### src/rtl/mem_arbiter_pkg.sv
// Shared types for the single-port memory arbiter: word type, FSM state
// encoding and starve-counter constants.
package mem_arbiter_pkg;

  typedef logic [31:0] word_t;

  typedef enum logic [1:0] {
    IDLE = 2'd0,
    IACC = 2'd1,
    DACC = 2'd2,
    DONE = 2'd3
  } arb_state_t;

  localparam int         STARVE_W   = 4;
  localparam logic [3:0] STARVE_MAX = 4'd15;

endpackage

### src/rtl/mem_arbiter_if.sv
// Bus bundle between the datapath request streams, the arbiter and the RAM port.
// master = datapath/RAM-model side, slave = arbiter.
interface mem_arbiter_if;
  import mem_arbiter_pkg::*;

  // Handshake: a requester raises iREN or dREN/dWEN with its address/data and
  // holds them all until its wait goes low for exactly one cycle, which is the
  // completing cycle. Lowering the enable early withdraws the request. On the
  // RAM side the enables stay up until ramready completes the access.
  logic  iREN;
  word_t iaddr;
  logic  dREN;
  logic  dWEN;
  word_t daddr;
  word_t dstore;
  logic  iwait;
  logic  dwait;
  word_t iload;
  word_t dload;
  logic  ramREN;
  logic  ramWEN;
  word_t ramaddr;
  word_t ramstore;
  word_t ramload;
  logic  ramready;

  modport master (
    output iREN, iaddr, dREN, dWEN, daddr, dstore, ramload, ramready,
    input  iwait, dwait, iload, dload, ramREN, ramWEN, ramaddr, ramstore
  );

  modport slave (
    input  iREN, iaddr, dREN, dWEN, daddr, dstore, ramload, ramready,
    output iwait, dwait, iload, dload, ramREN, ramWEN, ramaddr, ramstore
  );

endinterface

### src/rtl/mem_arbiter_starve_counter.sv
// Saturating count of data grants taken while an instruction request waits;
// flags when the instruction side must be served next.
module starve_counter
  import mem_arbiter_pkg::*;
#(
  parameter int LIMIT = 4
) (
  input  logic                CLK,
  input  logic                nRST,
  input  logic                inc,
  input  logic                clr,
  output logic                at_limit,
  output logic [STARVE_W-1:0] count
);

  always_ff @(posedge CLK) begin
    if (!nRST) begin
      count <= '0;
    end else if (clr) begin
      count <= '0;
    end else if (inc && (count != STARVE_MAX)) begin
      count <= count + 4'd1;
    end
  end

  assign at_limit = (count >= STARVE_W'(LIMIT));

endmodule

### src/rtl/mem_arbiter.sv
// Single-port RAM arbiter, data-over-instruction priority, one access at a time.
// Optional instruction fairness compiled in with MEMARB_FAIRNESS_EN.
module mem_arbiter
  import mem_arbiter_pkg::*;
#(
  parameter int STARVE_LIMIT = 4
) (
  input  logic                CLK,
  input  logic                nRST,
  mem_arbiter_if.slave        bus,
  output arb_state_t          dbg_state,
  output logic [STARVE_W-1:0] dbg_starve
);

  arb_state_t state;
  arb_state_t next_state;
  logic       d_req;
  logic       fair_ovr;

  if ((STARVE_LIMIT < 1) || (STARVE_LIMIT > 15)) begin : g_bad_limit
    $error("mem_arbiter: STARVE_LIMIT must be within 1..15");
  end

  assign d_req     = bus.dREN | bus.dWEN;
  assign dbg_state = state;

  always_ff @(posedge CLK) begin
    if (!nRST) begin
      state <= IDLE;
    end else begin
      state <= next_state;
    end
  end

  always_comb begin
    next_state = state;
    case (state)
      IDLE: begin
        if (d_req && !fair_ovr) next_state = DACC;
        else if (bus.iREN)      next_state = IACC;
      end
      // A withdrawn enable aborts the access even if the RAM answers this cycle.
      IACC: begin
        if (!bus.iREN)         next_state = IDLE;
        else if (bus.ramready) next_state = DONE;
      end
      DACC: begin
        if (!d_req)            next_state = IDLE;
        else if (bus.ramready) next_state = DONE;
      end
      default: next_state = IDLE;
    endcase
  end

  always_comb begin
    bus.iwait    = 1'b1;
    bus.dwait    = 1'b1;
    bus.iload    = '0;
    bus.dload    = '0;
    bus.ramREN   = 1'b0;
    bus.ramWEN   = 1'b0;
    bus.ramaddr  = '0;
    bus.ramstore = '0;
    if (nRST) begin
      case (state)
        IACC: begin
          if (bus.iREN) begin
            bus.ramREN  = 1'b1;
            bus.ramaddr = bus.iaddr;
            if (bus.ramready) begin
              bus.iwait = 1'b0;
              bus.iload = bus.ramload;
            end
          end
        end
        DACC: begin
          if (d_req) begin
            bus.ramaddr = bus.daddr;
            // A simultaneous read and write request is serviced as the write.
            if (bus.dWEN) begin
              bus.ramWEN   = 1'b1;
              bus.ramstore = bus.dstore;
            end else begin
              bus.ramREN = 1'b1;
            end
            if (bus.ramready) begin
              bus.dwait = 1'b0;
              if (!bus.dWEN) bus.dload = bus.ramload;
            end
          end
        end
        default: ;
      endcase
    end
  end

`ifdef MEMARB_FAIRNESS_EN
  logic starve_inc;
  logic starve_clr;
  logic starve_hit;

  assign starve_inc = (state == IDLE) && (next_state == DACC) && bus.iREN;
  assign starve_clr = (state == IDLE) && ((next_state == IACC) || !bus.iREN);
  assign fair_ovr   = starve_hit & bus.iREN;

  starve_counter #(.LIMIT(STARVE_LIMIT)) u_starve (
    .CLK      (CLK),
    .nRST     (nRST),
    .inc      (starve_inc),
    .clr      (starve_clr),
    .at_limit (starve_hit),
    .count    (dbg_starve)
  );
`else
  assign fair_ovr   = 1'b0;
  assign dbg_starve = '0;
`endif

endmodule

### src/flat_wrapper.sv
// flat-port wrapper written by rule: the top's interface ports become plain ports
module mem_arbiter_flat import mem_arbiter_pkg::*;
#(
  parameter int STARVE_LIMIT = 4
)
  (CLK, nRST, dbg_state, dbg_starve, bus_iREN, bus_iaddr, bus_dREN, bus_dWEN, bus_daddr, bus_dstore, bus_ramload, bus_ramready, bus_iwait, bus_dwait, bus_iload, bus_dload, bus_ramREN, bus_ramWEN, bus_ramaddr, bus_ramstore);
  mem_arbiter_if bus_i ();
  input  logic CLK;
  input  logic nRST;
  output arb_state_t dbg_state;
  output logic [STARVE_W-1:0] dbg_starve;
  input wire logic [$bits(bus_i.iREN)-1:0] bus_iREN;
  input wire logic [$bits(bus_i.iaddr)-1:0] bus_iaddr;
  input wire logic [$bits(bus_i.dREN)-1:0] bus_dREN;
  input wire logic [$bits(bus_i.dWEN)-1:0] bus_dWEN;
  input wire logic [$bits(bus_i.daddr)-1:0] bus_daddr;
  input wire logic [$bits(bus_i.dstore)-1:0] bus_dstore;
  input wire logic [$bits(bus_i.ramload)-1:0] bus_ramload;
  input wire logic [$bits(bus_i.ramready)-1:0] bus_ramready;
  output wire logic [$bits(bus_i.iwait)-1:0] bus_iwait;
  output wire logic [$bits(bus_i.dwait)-1:0] bus_dwait;
  output wire logic [$bits(bus_i.iload)-1:0] bus_iload;
  output wire logic [$bits(bus_i.dload)-1:0] bus_dload;
  output wire logic [$bits(bus_i.ramREN)-1:0] bus_ramREN;
  output wire logic [$bits(bus_i.ramWEN)-1:0] bus_ramWEN;
  output wire logic [$bits(bus_i.ramaddr)-1:0] bus_ramaddr;
  output wire logic [$bits(bus_i.ramstore)-1:0] bus_ramstore;
  assign bus_i.iREN = bus_iREN;
  assign bus_i.iaddr = bus_iaddr;
  assign bus_i.dREN = bus_dREN;
  assign bus_i.dWEN = bus_dWEN;
  assign bus_i.daddr = bus_daddr;
  assign bus_i.dstore = bus_dstore;
  assign bus_i.ramload = bus_ramload;
  assign bus_i.ramready = bus_ramready;
  assign bus_iwait = bus_i.iwait;
  assign bus_dwait = bus_i.dwait;
  assign bus_iload = bus_i.iload;
  assign bus_dload = bus_i.dload;
  assign bus_ramREN = bus_i.ramREN;
  assign bus_ramWEN = bus_i.ramWEN;
  assign bus_ramaddr = bus_i.ramaddr;
  assign bus_ramstore = bus_i.ramstore;
  mem_arbiter #(.STARVE_LIMIT(STARVE_LIMIT)) u_core (.CLK(CLK), .nRST(nRST), .bus(bus_i), .dbg_state(dbg_state), .dbg_starve(dbg_starve));
endmodule
### config.mk
export PLATFORM = sky130hd
export DESIGN_NAME = mem_arbiter_flat
export DESIGN_NICKNAME = d
export VERILOG_FILES = /design/src/rtl/mem_arbiter_pkg.sv /design/src/rtl/mem_arbiter_if.sv /design/src/rtl/mem_arbiter_starve_counter.sv /design/src/rtl/mem_arbiter.sv /design/src/flat_wrapper.sv
export SDC_FILE = /design/constraint.sdc
export NUM_CORES = 1
export LEC_CHECK = 0
export BUFFER_PORTS_ARGS = -buffer_cell sky130_fd_sc_hd__buf_4
export CORE_AREA = 2 2 106 108
export CTS_CLUSTER_DIAMETER = 100
export DETAILED_ROUTE_END_ITERATION = 10
export DIE_AREA = 0 0 108 110
export SYNTH_ARGS = -nofsm -noshare
export SYNTH_HDL_FRONTEND = slang
export SYNTH_SLANG_ARGS = --single-unit
### constraint.sdc
create_clock -name CLK -period 2.21 [get_ports CLK]
set_clock_uncertainty 0.2 [all_clocks]
set_input_delay 0.221 -clock CLK [delete_from_list [all_inputs] [get_ports CLK]]
set_output_delay 0.221 -clock CLK [all_outputs]
set_load 0.02 [all_outputs]
# Word level (Yosys, flattened, before mapping)
# Cells that the tools add are included.
# totals
reg_bits,2
output_inout_bits,138
input_bits,134
# op_classes
bitwise,1
n_eq_ne,3
reduce_logical,1
n_mux,39
# op_table
op,count
$mux W32,16
$pmux W32 S2,1
$mux W1,15
$mux W2,5
$pmux W2 S3,1
$ne A3 B2 Y1 const B,1
$eq A2 B1 Y1 const B,1
$eq A2 B2 Y1 const B,1
$logic_not A2 Y1,1
$pmux W1 S2,1
$or A1 B1 Y1,1

# Logic depth before layout (Yosys ltp)
# Gate-level depths: netlist (run 1).
# depth
depth_word,5
mapped_depth,7

# Least setup slack after synthesis (run 1)
# OpenSTA, ideal clock, no wires.
# synth_timing
path_kind,register to output
start,"register u_core.state[1], in the netlist u_core.dbg_state[1]"
end,output port bus_ramaddr[10]
arrival_time_ps,1535
path_stages_with_launch,6
path_slack_ps,254
cell_sequence,dfxtp_1 inv_1 ha_1 nand2_1 clkbuf_1 nor2_1
# synth_via
elab_chain_cells,3
word_cells_on_any_way,4
cone_classes,eq/ne (2); mux (2)
# synth_rtl
item,line_no,source
from (decl),mem_arbiter.sv:15,arb_state_t state;
from (signal assigned),mem_arbiter.sv:31,state <= next_state;
$eq A2 B2 Y1 or $eq A2 B1 Y1 (tied branches),mem_arbiter.sv:65,case (state)
$pmux W32 S2 *,mem_arbiter.sv:65,
$mux W32 *,mem_arbiter.sv:64,if (nRST) begin
to (decl),flat_wrapper.sv:26,output wire logic [$bits(bus_i.ramaddr)-1:0] bus_ramaddr;
# Mark *: on every way between the ends. The rest lies on a longest branch, timed or not.

# Final worst setup path (run 1)
# layout_timing
start,"register u_core.state[0], in the netlist u_core.dbg_state[0]"
end,output port bus_dload[17]
# layout_via
elab_chain_cells,3
# layout_rtl
item,line_no,source
$eq A2 B2 Y1,mem_arbiter.sv:65,
$mux W32,mem_arbiter.sv:65,
$mux W32,mem_arbiter.sv:64,
to (decl),flat_wrapper.sv:23,output wire logic [$bits(bus_i.dload)-1:0] bus_dload;
# Every way passes these cells.

==> flow_summary.toml, run 1 <==
[floorplanning]
initial_core_util_pct = 14.4
rows = 38
io-pin-count = 272
core_area_sq_mm = 0.0107
die_h_um = 110
die_area_sq_mm = 0.0119
dieWidth_um = 108

[run]
cap_violations = 0

[final_layout]
area_delta_synth_final_pct = 144
largest_reg_flops = 2
fin_cells = 615
drive_gt1_share_pct = 66.1
fillerInstances = 1096
diodes = 0
multiInputGateArea_sq_mm = 0.00135
fin_nets = 616
regArea_sq_um = 45.0
final_util_pct = 35.1

[logic_synthesis]
ys_ff_latch = 2
synth.largest_area_cell = "and2_1"
synth_cells = 219
synthFlopType = "dfxtp_1"
synth_area_leaders = "and2_1 39%, a22oi_2 23%, nor2_1 8.0%"
synthDistinctLibCells = 29
synth_edf_count = 0
async_reset_ff_share_pct = 0
yosysTopAreaCellShare_pct = 39.4
yosysSeqAreaShare_pct = 2.60
ys_warn_count = 0
postSynthAreaPerCell_sq_um = 7.03
synth_area_sq_mm = 0.00154

[sta]
finalSetupViolCount = 0
drv_slew = 0
period_share_pct = 95.3
period_minus_slack_ns = 2.11
rsz0062_at_grt = "no"
max_freq_mhz = 475
finalHoldViolCount = 0
tns_ns = 0

[grt]
antenna_found_initial = 0
grt_usage_pct = 10.8
grt_overflow_total = 0
grt_pass1_vias = 2224
grt_pass1_wl_um = 10500
grt_max_degree = 35

[run_status]
status = "finished, final reports clean"

[drt]
vias = 2471
routedWlPerCell_um = 12.8
postRouteAntennaNets = 0
wl_um = 7860
dr.pass1.iters = 4
drtIter0Drc = 54
routed_via_density = 4.02
drc = 0

[cts]
postCtsSetupBuffers = 0
clock_path_buffers = 2
cts.clk_slew.worst_paths_ns = 0.03
clkSinkCount = 2
htree_levels = 1
cts_tree = "done"
clk_latency_ns = 0.21
postCtsHoldBufs = 0
cts_root_buf = "clkbuf_8"
cts_buffers = 3

[placement]
gp_congestion = 0.714
place_inst = 611
portBuffers = 267
place_hpwl_um = 6570

[setup_path]
worst-setup-path-type = "reg2out"
endpoint_kind = "primary output"
rrSetupSlack_ns = 0.42
required_ns = 1.79
cp.arrival_ns = 1.69
cp-start-kind = "register"
worstPathMaxFanout = 32

[power_and_ir_drop]
power_mw = 0.864
p_leak_nw = 1.93
p_per_area_mw_per_mm2 = 230
ir_drop_mv = 0.145

[worst_hold_path]
hold_path.class = "in2reg"
-- path summary, 6_finish.rpt --
check,from,end,cells past startpoint
hold reg to reg,u_core.dbg_state[1]$_SDFFE_PN0P_,u_core.dbg_state[1]$_SDFFE_PN0P_,1
setup reg to reg,u_core.dbg_state[0]$_SDFFE_PN0P_,u_core.dbg_state[0]$_SDFFE_PN0P_,5
setup / recovery,u_core.dbg_state[0]$_SDFFE_PN0P_,bus_dload[17],7
hold / removal,nRST,u_core.dbg_state[0]$_SDFFE_PN0P_,3
-- cell usage after synthesis, types with 2 or more instances --
library cell,count
nor2_2,2
buf_2,10
nor2_1,33
dfxtp_1,2
a22oi_2,28
buf_4,7
and2_1,97
buf_6,4
nand2_1,4
nand3_1,2
ha_1,5
clkbuf_1,3
a22oi_1,3
inv_1,4
-- final cells by class --
type / count / share of cell area [%]
inverter: 4 / 0.400
sequential: 2 / 1.20
tap: 140 / 4.67
multi-input combinational: 192 / 35.9
clock buffer: 3 / 1.10
timing repair buffer: 274 / 56.7
-- logic make-up after synthesis --
| group | share of synthesized area [%] |
|---|---|
| multiplexers | 0.732 |
| flip-flops | 2.60 |
| other | 0.244 |
| AO/OA/AOI/OAI | 28.9 |
| buffers and inverters | 11.3 |
| adder cells (fa/ha/maj) | 4.07 |
| AND/OR/NAND/NOR | 52.2 |
-- metal layers --
metal  share of wire, %  wire, um  global-route usage [%]  vias to the layer above
li1                   -         -                       -                     1226
met1                 34      2710                    11.6                     1089
met2                 55      4330                    21.8                      152
met3                9.9       780                    1.94                        4
met4               0.48        38                    1.92                        0
met5                  0         0                       0                        -
-- power breakdown --
part           internal (mW)  switching, mW
combinational          0.357          0.314
clock                  0.115         0.0252
sequential            0.0430        0.00981
-- placed cells by master (no fill, tap or decap) --
cell       count
a211oi_2       1
a21oi_1        1
a22oi_1        3
a22oi_2       28
a32o_1         1
a32oi_1        1
and2_1        96
and2_2         1
and3_4         1
buf_12         4
buf_4        268
buf_6          1
clkbuf_16      1
clkbuf_8       3
conb_1         4
dfxtp_2        1
dfxtp_4        1
ha_1           5
inv_1          4
mux2_1         1
nand2_1        4
nand3_1        2
nand3b_1       1
nor2_1        33
nor2_2         2
nor3_1         1
nor4b_2        1
o211ai_1       1
o21a_4         1
o21ai_0        1
o221ai_1       1
o22ai_1        1
-- critical path, stage by stage (launching register included) --
cell      delay, ns
dfxtp_4        0.35
inv_1          0.10
ha_1           0.24
nand3b_1       0.13
nor2_2         0.15
buf_12         0.18
and2_1         0.17
buf_4          0.15
-- stage by stage --
stage | hold WS, ns | setup slack [ns] | instance area (sq um)
after floorplan | 0.173 | 0.254 | 1550
after global placement | 0.332 | 0.193 | 3670
after detailed placement | 0.336 | 0.161 | 3670
after CTS | 0.115 | 0.0192 | 3710
after global routing | 0.132 | 0.0163 | 3750
final | 0.122 | 0.104 | 3750
-- repair_timing --
item / CTS / global route
pin swaps: 0 / 0
cloned: 0 / 1
resized for setup: 1 / 5
setup endpoints to repair: 42 / 64
Power figures use the tool's default switching activity.
==> run 2: changes to the inputs <==
- clock period: 2.21 -> 2 ns (I/O delays scaled with it)
==> run 2 against run 1 <==
Effect of this change:
- the run now ends with negative setup slack left
- first-iteration DRC count up 30%
- die area unchanged
- sequential power up 12%
- count of clock-buffer cells in the layout unchanged
- wire length up 20%
- non-clock buffer count up 14
- via count up 6.7%
- global-route usage up 1.9 points
- register-to-register slack worse by 0.25 ns
- core utilization up 5.3 points
- flip-flop and latch count unchanged
- design area up 15%
==> flow_summary.toml, run 2 (synthesis gave the netlist of run 1 again) <==
[cts]
cts_tree = "done"
cts_buffers = 3
clk_latency_ns = 0.22
cts.clk_slew.worst_paths_ns = 0.03
htree_levels = 1
clock_path_buffers = 2
postCtsHoldBufs = 0
clkSinkCount = 2
cts_root_buf = "clkbuf_8"

[setup_path]
endpoint_kind = "primary output"
cp.arrival_ns = 1.66
cpMaxStageDelayCell = "dfxtp_4"
required_ns = 1.60
worstPathMaxFanout = 16
cp-start-kind = "register"
cp_cell_sequence = "inv_4 > ha_4 > nand3b_1 > nor2_4 > clkbuf_16 > and2_1 > buf_6"
max_stage_delay_ns = 0.35
worst-setup-path-type = "reg2out"
r2r_start = "u_core.dbg_state[1]$_SDFFE_PN0P_"
rrSetupSlack_ns = 0.17
crit_path_start = "u_core.dbg_state[0]$_SDFFE_PN0P_"

[drt]
wl_um = 9470
vias = 2636
postRouteAntennaNets = 0
dr.pass1.iters = 4
routedWlPerCell_um = 15.0
routed_via_density = 4.19
drc = 0
drtIter0Drc = 70

[floorplanning]
initial_core_util_pct = 14.4
die_area_sq_mm = 0.0119
dieWidth_um = 108
core_area_sq_mm = 0.0107
rows = 38
io-pin-count = 272
die_h_um = 110

[final_layout]
final_util_pct = 40.4
final_cell_mix = "228 x buf_4, 66 x and2_1, 46 x buf_6, 33 x nor2_1, 31 x and2_4"
fin_nets = 630
fin_cells = 629
design_area_sq_mm = 0.00432
area_delta_synth_final_pct = 181
drive_gt1_share_pct = 74.8
largest_reg_flops = 2
mostFrequentLayoutCell = "buf_4"
diodes = 0

[placement]
dp_slack_ns = 0.0671
place_area_sq_mm = 0.00369
gp_congestion = 0.756
portBuffers = 267
place_hpwl_um = 6760
place_inst = 614

[grt]
grt_pass1_wl_um = 11800
grt_util_met1_pct = 12.4
grt_util_met2_pct = 26.8
grt_max_degree = 34
grt_usage_pct = 12.7
busiest_layer = "met2"
grt_pass1_vias = 2379
grt_overflow_total = 0
met3_usage_pct = 2.59
antenna_found_initial = 0

[sta]
tns_ns = -0.825
period_minus_slack_ns = 2.06
whs_ns = 0.117
period_share_pct = 103
drv_slew = 0
layout_setup_ws_ns = -0.0647
finalHoldViolCount = 0
rsz0062_at_grt = "yes"
finalSetupViolCount = 24
max_freq_mhz = 484

[power_and_ir_drop]
p_leak_nw = 2.13
power_mw = 1.09
p_per_area_mw_per_mm2 = 251
ir_drop_mv = 0.165

[worst_hold_path]
hold_start = "nRST"
hold_path.class = "in2reg"

[run_status]
failed_checks = "negative setup slack"
status = "finished with violations"

[run]
cap_violations = 0
run 2: cell types whose count changed in the layout (fill, tap and decap cells not counted), sizes merged:
cell | previous run | this run
clkbuf | 4 | 6
buf | 273 | 285
run 2: path summary, 6_finish.rpt:
path                                            to  cells after the start
setup / recovery                     bus_dload[31]                      7
hold / removal    u_core.dbg_state[0]$_SDFFE_PN0P_                      3
setup reg to reg  u_core.dbg_state[0]$_SDFFE_PN0P_                      5
hold reg to reg   u_core.dbg_state[0]$_SDFFE_PN0P_                      3
run 2: critical path, delay by kind of cell, from the launching register on:
family | cells | cell delay [ns]
adders and majority gates | 1 | 0.15
buffers and inverters | 3 | 0.41
DFF | 1 | 0.35
and+or+nand+nor | 3 | 0.54
run 2: final cells by class:
| type | instances | area [sq um] |
|---|---|---|
| clock buffer | 3 | 41.3 |
| timing repair buffer | 288 | 2550 |
| tap | 140 | 175 |
| multi-input combinational | 192 | 1490 |
| inverter | 4 | 17.5 |
| sequential | 2 | 47.5 |
| fill | 1048 | 6370 |
run 2: repair_timing:
action / CTS / global route
pin swaps: 1 / 17
hold endpoints to repair: 0 / 0
endpoints found under the setup margin: 101 / 103
gates resized for setup: 20 / 88
gates cloned: 4 / 3
buffers inserted: 1 / 4
run 2: layer usage:
metal / wire, um / vias to the layer above / part of all wire, %
met4: 85 / 0 / 0.90
met5: 0 / - / 0
met1: 3150 / 1209 / 33
met2: 5380 / 157 / 57
li1: - / 1263 / -
met3: 851 / 7 / 9.0
run 2: power breakdown:
part,internal [mW],leakage (nW),total (mW),switching [mW]
clock network,0.128,0.0216,0.163,0.0357
registers,0.0482,0.0178,0.0593,0.0112
logic,0.468,2.09,0.865,0.397
total,0.643,2.13,1.09,0.444
